## config.mk

```make
export PLATFORM = sky130hd
export DESIGN_NAME = icb_rr_arbiter
export DESIGN_NICKNAME = d
export VERILOG_FILES = /design/src/rtl/icb_arb_pkg.sv /design/src/rtl/icb_ost_fifo.sv /design/src/rtl/icb_rr_arbiter.sv
export SDC_FILE = /design/constraint.sdc
export NUM_CORES = 1
export LEC_CHECK = 0
export ABC_CLOCK_PERIOD_IN_PS = 3300
export CAP_MARGIN = 20
export CORE_AREA = 2 2 124 126
export DETAILED_ROUTE_END_ITERATION = 7
export DIE_AREA = 0 0 126 128
export PLACE_DENSITY = 0.62
export RECOVER_POWER = 25
export SYNTH_ARGS = -nofsm -noshare
export SYNTH_HDL_FRONTEND = slang
export SYNTH_HIERARCHICAL = 1
export SYNTH_SLANG_ARGS = --single-unit
```

## constraint.sdc

```tcl
create_clock -name clk -period 3.3 [get_ports clk]
set_input_delay 0.66 -clock clk [delete_from_list [all_inputs] [get_ports clk]]
set_output_delay 0.66 -clock clk [all_outputs]
set_load 0.01 [all_outputs]
```

## src/rtl/icb_arb_pkg.sv

```systemverilog
// Shared types and constants for the two-master ICB round-robin arbiter.
// Latency: none, since this file holds only declarations. Backpressure: not applicable.
package icb_arb_pkg;

  typedef logic icb_id_t;

  localparam int ICB_DW = 32;
  localparam int ICB_MW = 4;

  localparam icb_id_t M_HOST = 1'b0;
  localparam icb_id_t M_CONV = 1'b1;

  function automatic icb_id_t other_master(input icb_id_t id);
    return ~id;
  endfunction

endpackage

```

## src/rtl/icb_ost_fifo.sv

```systemverilog
// In-order FIFO of master IDs, one entry per outstanding command, with occupancy count.
// Latency: head is valid the cycle after a push. Backpressure: the caller must not push when full or pop when empty.
module icb_ost_fifo
  import icb_arb_pkg::*;
#(
  parameter int DEPTH = 4
) (
  input  logic                         clk,
  input  logic                         rst,
  input  logic                         push,
  input  logic                         push_id,
  input  logic                         pop,
  output logic                         head,
  output logic [$clog2(DEPTH+1)-1:0]   cnt,
  output logic                         full,
  output logic                         empty
);

  localparam int PW = (DEPTH > 1) ? $clog2(DEPTH) : 1;
  localparam int CW = $clog2(DEPTH+1);

  logic [DEPTH-1:0] mem_q, mem_d;
  logic [PW-1:0]    wr_ptr_q, wr_ptr_d;
  logic [PW-1:0]    rd_ptr_q, rd_ptr_d;
  logic [CW-1:0]    cnt_q, cnt_d;

  // DEPTH is a power of two, so the pointers wrap on natural overflow.
  always_comb begin
    mem_d    = mem_q;
    wr_ptr_d = wr_ptr_q;
    rd_ptr_d = rd_ptr_q;
    cnt_d    = cnt_q;
    if (push) begin
      mem_d[wr_ptr_q] = push_id;
      wr_ptr_d        = wr_ptr_q + PW'(1);
    end
    if (pop) begin
      rd_ptr_d = rd_ptr_q + PW'(1);
    end
    case ({push, pop})
      2'b10:   cnt_d = cnt_q + CW'(1);
      2'b01:   cnt_d = cnt_q - CW'(1);
      default: cnt_d = cnt_q;
    endcase
  end

  always_ff @(posedge clk or posedge rst) begin
    if (rst) begin
      mem_q    <= '0;
      wr_ptr_q <= '0;
      rd_ptr_q <= '0;
      cnt_q    <= '0;
    end else begin
      mem_q    <= mem_d;
      wr_ptr_q <= wr_ptr_d;
      rd_ptr_q <= rd_ptr_d;
      cnt_q    <= cnt_d;
    end
  end

  assign head  = mem_q[rd_ptr_q];
  assign cnt   = cnt_q;
  assign full  = (cnt_q == CW'(DEPTH));
  assign empty = (cnt_q == '0);

endmodule

```

## src/rtl/icb_rr_arbiter.sv

```systemverilog
// Round-robin arbiter sharing one ICB SRAM slave between host (m0) and conv engine (m1), with in-order response routing.
// Latency: zero-cycle cmd/rsp muxing. Backpressure: slave ready and outstanding-limit gate cmd_ready; the head master's rsp_ready gates s_icb_rsp_ready.
module icb_rr_arbiter
  import icb_arb_pkg::*;
#(
  parameter int OST_DEPTH = 4,
  parameter int AW        = 32
) (
  input  logic              clk,
  input  logic              rst,

  input  logic              m0_icb_cmd_valid,
  output logic              m0_icb_cmd_ready,
  input  logic [AW-1:0]     m0_icb_cmd_addr,
  input  logic              m0_icb_cmd_read,
  input  logic [ICB_DW-1:0] m0_icb_cmd_wdata,
  input  logic [ICB_MW-1:0] m0_icb_cmd_wmask,
  output logic              m0_icb_rsp_valid,
  input  logic              m0_icb_rsp_ready,
  output logic [ICB_DW-1:0] m0_icb_rsp_rdata,

  input  logic              m1_icb_cmd_valid,
  output logic              m1_icb_cmd_ready,
  input  logic [AW-1:0]     m1_icb_cmd_addr,
  input  logic              m1_icb_cmd_read,
  input  logic [ICB_DW-1:0] m1_icb_cmd_wdata,
  input  logic [ICB_MW-1:0] m1_icb_cmd_wmask,
  output logic              m1_icb_rsp_valid,
  input  logic              m1_icb_rsp_ready,
  output logic [ICB_DW-1:0] m1_icb_rsp_rdata,

  output logic              s_icb_cmd_valid,
  input  logic              s_icb_cmd_ready,
  output logic [AW-1:0]     s_icb_cmd_addr,
  output logic              s_icb_cmd_read,
  output logic [ICB_DW-1:0] s_icb_cmd_wdata,
  output logic [ICB_MW-1:0] s_icb_cmd_wmask,
  input  logic              s_icb_rsp_valid,
  output logic              s_icb_rsp_ready,
  input  logic [ICB_DW-1:0] s_icb_rsp_rdata
);

  localparam int CW = $clog2(OST_DEPTH+1);

  logic    prio_q, prio_d;
  logic    lock_q, lock_d;
  icb_id_t lock_id_q, lock_id_d;

  icb_id_t gnt;
  logic    gnt_valid;
  logic    cmd_open;
  logic    cmd_acc;
  logic    rsp_acc;

  logic          fifo_head;
  logic [CW-1:0] fifo_cnt;
  logic          fifo_full;
  logic          fifo_empty;

  // While locked the stalled grant is held so the slave sees stable fields.
  always_comb begin
    gnt = prio_q;
    if (lock_q) begin
      gnt = lock_id_q;
    end else if (m0_icb_cmd_valid && !m1_icb_cmd_valid) begin
      gnt = M_HOST;
    end else if (m1_icb_cmd_valid && !m0_icb_cmd_valid) begin
      gnt = M_CONV;
    end
    gnt_valid = (gnt == M_CONV) ? m1_icb_cmd_valid : m0_icb_cmd_valid;
  end

  // No bypass: a pop in the same cycle does not open a full FIFO.
  assign cmd_open = !rst && !fifo_full;

  always_comb begin
    s_icb_cmd_valid = gnt_valid && cmd_open;
    s_icb_cmd_addr  = m0_icb_cmd_addr;
    s_icb_cmd_read  = m0_icb_cmd_read;
    s_icb_cmd_wdata = m0_icb_cmd_wdata;
    s_icb_cmd_wmask = m0_icb_cmd_wmask;
    if (gnt == M_CONV) begin
      s_icb_cmd_addr  = m1_icb_cmd_addr;
      s_icb_cmd_read  = m1_icb_cmd_read;
      s_icb_cmd_wdata = m1_icb_cmd_wdata;
      s_icb_cmd_wmask = m1_icb_cmd_wmask;
    end
  end

  assign m0_icb_cmd_ready = s_icb_cmd_ready && cmd_open && (gnt == M_HOST);
  assign m1_icb_cmd_ready = s_icb_cmd_ready && cmd_open && (gnt == M_CONV);
  assign cmd_acc          = s_icb_cmd_valid && s_icb_cmd_ready;

  assign m0_icb_rsp_valid = s_icb_rsp_valid && !fifo_empty && (fifo_head == M_HOST);
  assign m1_icb_rsp_valid = s_icb_rsp_valid && !fifo_empty && (fifo_head == M_CONV);
  assign m0_icb_rsp_rdata = s_icb_rsp_rdata;
  assign m1_icb_rsp_rdata = s_icb_rsp_rdata;
  assign s_icb_rsp_ready  = !fifo_empty &&
                            ((fifo_head == M_CONV) ? m1_icb_rsp_ready : m0_icb_rsp_ready);
  assign rsp_acc          = s_icb_rsp_valid && s_icb_rsp_ready;

  always_comb begin
    prio_d    = prio_q;
    lock_d    = lock_q;
    lock_id_d = lock_id_q;
    if (cmd_acc) begin
      prio_d = other_master(gnt);
      lock_d = 1'b0;
    end else if (s_icb_cmd_valid) begin
      lock_d    = 1'b1;
      lock_id_d = gnt;
    end
  end

  always_ff @(posedge clk or posedge rst) begin
    if (rst) begin
      prio_q    <= M_HOST;
      lock_q    <= 1'b0;
      lock_id_q <= M_HOST;
    end else begin
      prio_q    <= prio_d;
      lock_q    <= lock_d;
      lock_id_q <= lock_id_d;
    end
  end

  icb_ost_fifo #(
    .DEPTH (OST_DEPTH)
  ) u_ost_fifo (
    .clk     (clk),
    .rst     (rst),
    .push    (cmd_acc),
    .push_id (gnt),
    .pop     (rsp_acc),
    .head    (fifo_head),
    .cnt     (fifo_cnt),
    .full    (fifo_full),
    .empty   (fifo_empty)
  );

  a_ost_bound : assert property (@(posedge clk) disable iff (rst)
    fifo_cnt <= CW'(OST_DEPTH));

endmodule

```

==> metrics.txt <==
status=finished clean; Worst Path Class, Setup=in -> out; 1st-pass router iterations=4; total routed wirelength=13800 um; count leader, synth=nand2_1; register area share after synthesis=0.0976; max-slew violations=0; Synth Instances=475; RSZ-0062 raised after global routing=no; crit-path max FO=5; Worst setup SP type=primary input; fin crit share=0.954; Wirelength per Cell=17.5 um; GRT met2 Usage=0.287; CTS Hold Bufs=0; ANT cells=0; num rows=45; Post-Syn Area=0.00359 mm^2; GR Util met3=0.0334; overall die width=126 um; Top Ports=317; met1 Use GR=0.197; first-pass GRT wire length=21500 um; pwr/cell area=767 mW/mm^2; postcts setup bufs=0; CTS tree=done; Max Clk Rate=318 MHz; Net Sw Frac=0.462; slew margin rel.=0.548; Slew @ Worst Pin=678 ps; Yosys reg bits=14; worst hold slack=499 ps; share of cells above drive strength 1=0.176; IO Port Bufs=220; Yosys warning count=6; worst reg2reg endpoint=u_ost_fifo/cnt[2]; Worst Setup End Kind=output pin; Clk Latency, worst-skew pair=240 ps; Tmin final=3150 ps; Overflow after GRT=0; Leak=2.21 nW; dpl hpwl=9930 um; dominant cells by area after synthesis=o211ai_2 (24%), o2111ai_1 (17%), nand2_1 (15%); max cap viols=0; pin count of the biggest net entering global routing=63; Via density=5.15; H-tree depth=1; final setup skew=2.12 ps; post_cts resized=0; Reg power frac=0.080; HP Class=reg -> reg; Clk pwr share=0.059; Layout area overhead=56.8%; Post-layout nets=783; Starting Density=0.241; Initial DRC Count=181; Max VDD drop=0.361 mV; CTS Buf Count=3; switching power=1.99 mW; gr busiest metal=met2; Final ANT Viol Nets=0; die area=0.0161 mm^2; number of antenna violations at the first check in global routing=1; hold path endpoint=u_ost_fifo/cnt[0]; Reg clk slew, reported paths=50 ps; Worst Path Arrival=2490 ps; Crit path required time=2640 ps; reg2reg path depth=10; EDFF count, synth=0; async set-reset flop share out of synthesis=1.00; Die Y=128 um; CORE AREA=0.0149 mm^2; crit path cell chain=dlygate4sd3_1, or3b_1, nor3_2, clkdlybuf4s50_1; count of cell types in the netlist=39; Max clock buf depth=2; GPL Wtd Cong=0.804; Max stage delay on crit path=600 ps; Residual DRC=0; R2R setup slack=610 ps; Sink Count=14; Hold Startpoint=u_ost_fifo/cnt[0]; Hold Violations, Final=0; internal power=2.32 mW; hold-critical path depth=1; worst r2r src=u_ost_fifo/rd_ptr_q[0]; Slowest-stage cell, CP=clkdlybuf4s50_1; Commonest cells post-synth=nand2_1 (146), o2111ai_1 (69), o211ai_2 (69); root buf cell=clkbuf_16; Comb pwr share=0.861; cell taking the most area after synthesis=o211ai_2; syn_area_per_cell=7.55 um^2; number of global-route vias before repair=4158; vias=4050; Setup Viol. Count Final=0; top cell type's share of synthesized area=0.241; Net Count, Synth=659; ys flop type=dfrtp_1; Setup TNS Final=0 ps; GRT Overall Usage=0.158
==> critical path, delay by kind of cell <==
family                 cells  cell delay [ps]
buffers and inverters      2             1150
AND/OR/NAND/NOR            2              670
==> power groups by stage <==
stage	Combinational (mW)	Clock [mW]	Sequential, mW
after floorplan	2.18	0	0.310
after global placement	3.66	0	0.334
after detailed placement	3.72	0	0.343
after CTS	3.73	0.259	0.342
after global routing	4.00	0.270	0.357
final	3.72	0.255	0.344
==> kinds of logic (layout without fill, tap and decap cells) <==
group / after synthesis / in the layout / share of synthesized area
AOI/OAI and AO/OA: 147 / 147 / 0.429
buffers and inverters: 130 / 253 / 0.225
xor gates and xnor gates: 6 / 6 / 0.0146
adders and majority gates: 6 / 6 / 0.0230
muxes: 8 / 8 / 0.0272
and+or+nand+nor: 164 / 164 / 0.184
DFF: 14 / 14 / 0.0976
==> state kept, by name (all words and copies together) (netlist names) <==
name / count
u_ost_fifo/mem_q: 4
u_ost_fifo/cnt: 3
u_ost_fifo/rd_ptr_q: 2
u_ost_fifo/wr_ptr_q: 2
lock_id_q: 1
lock_q: 1
prio_q: 1
==> cells in the final DEF (no fill, tap or decap), types with 3 or more instances in the layout <==
cell and n:
buf_12 8, ha_1 5, clkbuf_16 4, inv_1 9, buf_4 9, clkdlybuf4s50_1 217
nor2_1 3, o2111ai_1 69, mux2_2 4, nand2_1 145, xor2_1 4, o211ai_2 69
dfrtp_1 14, mux2i_1 3
==> area by class of cell <==
class,count,area (um^2)
Inverter,10,37.5
Sequential cell,14,350
Fill cell,1506,9240
Clock buffer,4,88.8
Timing Repair Buffer,239,2460
Multi-Input combinational cell,331,2460
Tap cell,188,235
==> layer usage <==
metal  share of wire  up-vias
met5         0.00094        -
met4          0.0099        2
met3           0.071       25
met2            0.50      173
met1            0.42     1912
li1                -     1938
==> metrics by stage <==
step	setup slack, ps	cells	instance area, um^2	power (mW)	utilization
4_1_cts	78.1	785	5600	4.34	0.377
5_1_grt	90.4	786	5630	4.63	0.379
3_3_place_gp	72.1	781	5510	4.00	0.371
2_1_floorplan	810	475	3590	2.49	-
3_5_place_dp	95.2	781	5510	4.06	0.371
6_report	153	786	5630	4.31	0.379
==> worst max path at each step <==
stage / depth (start not counted) / start / slack [ps] / to
detailed placement: 6 / m0_icb_cmd_valid / 100 / s_icb_cmd_wdata[31]
CTS: 6 / m0_icb_cmd_valid / 80 / s_icb_cmd_valid
finish: 4 / rst / 150 / m0_icb_cmd_ready
floorplan: 10 / u_ost_fifo/rd_ptr_q[0] / 810 / u_ost_fifo/cnt[2]
global placement: 6 / m0_icb_cmd_valid / 70 / s_icb_cmd_valid
global route: 4 / rst / 90 / m0_icb_cmd_ready
(Power assumes the default switching activity.)
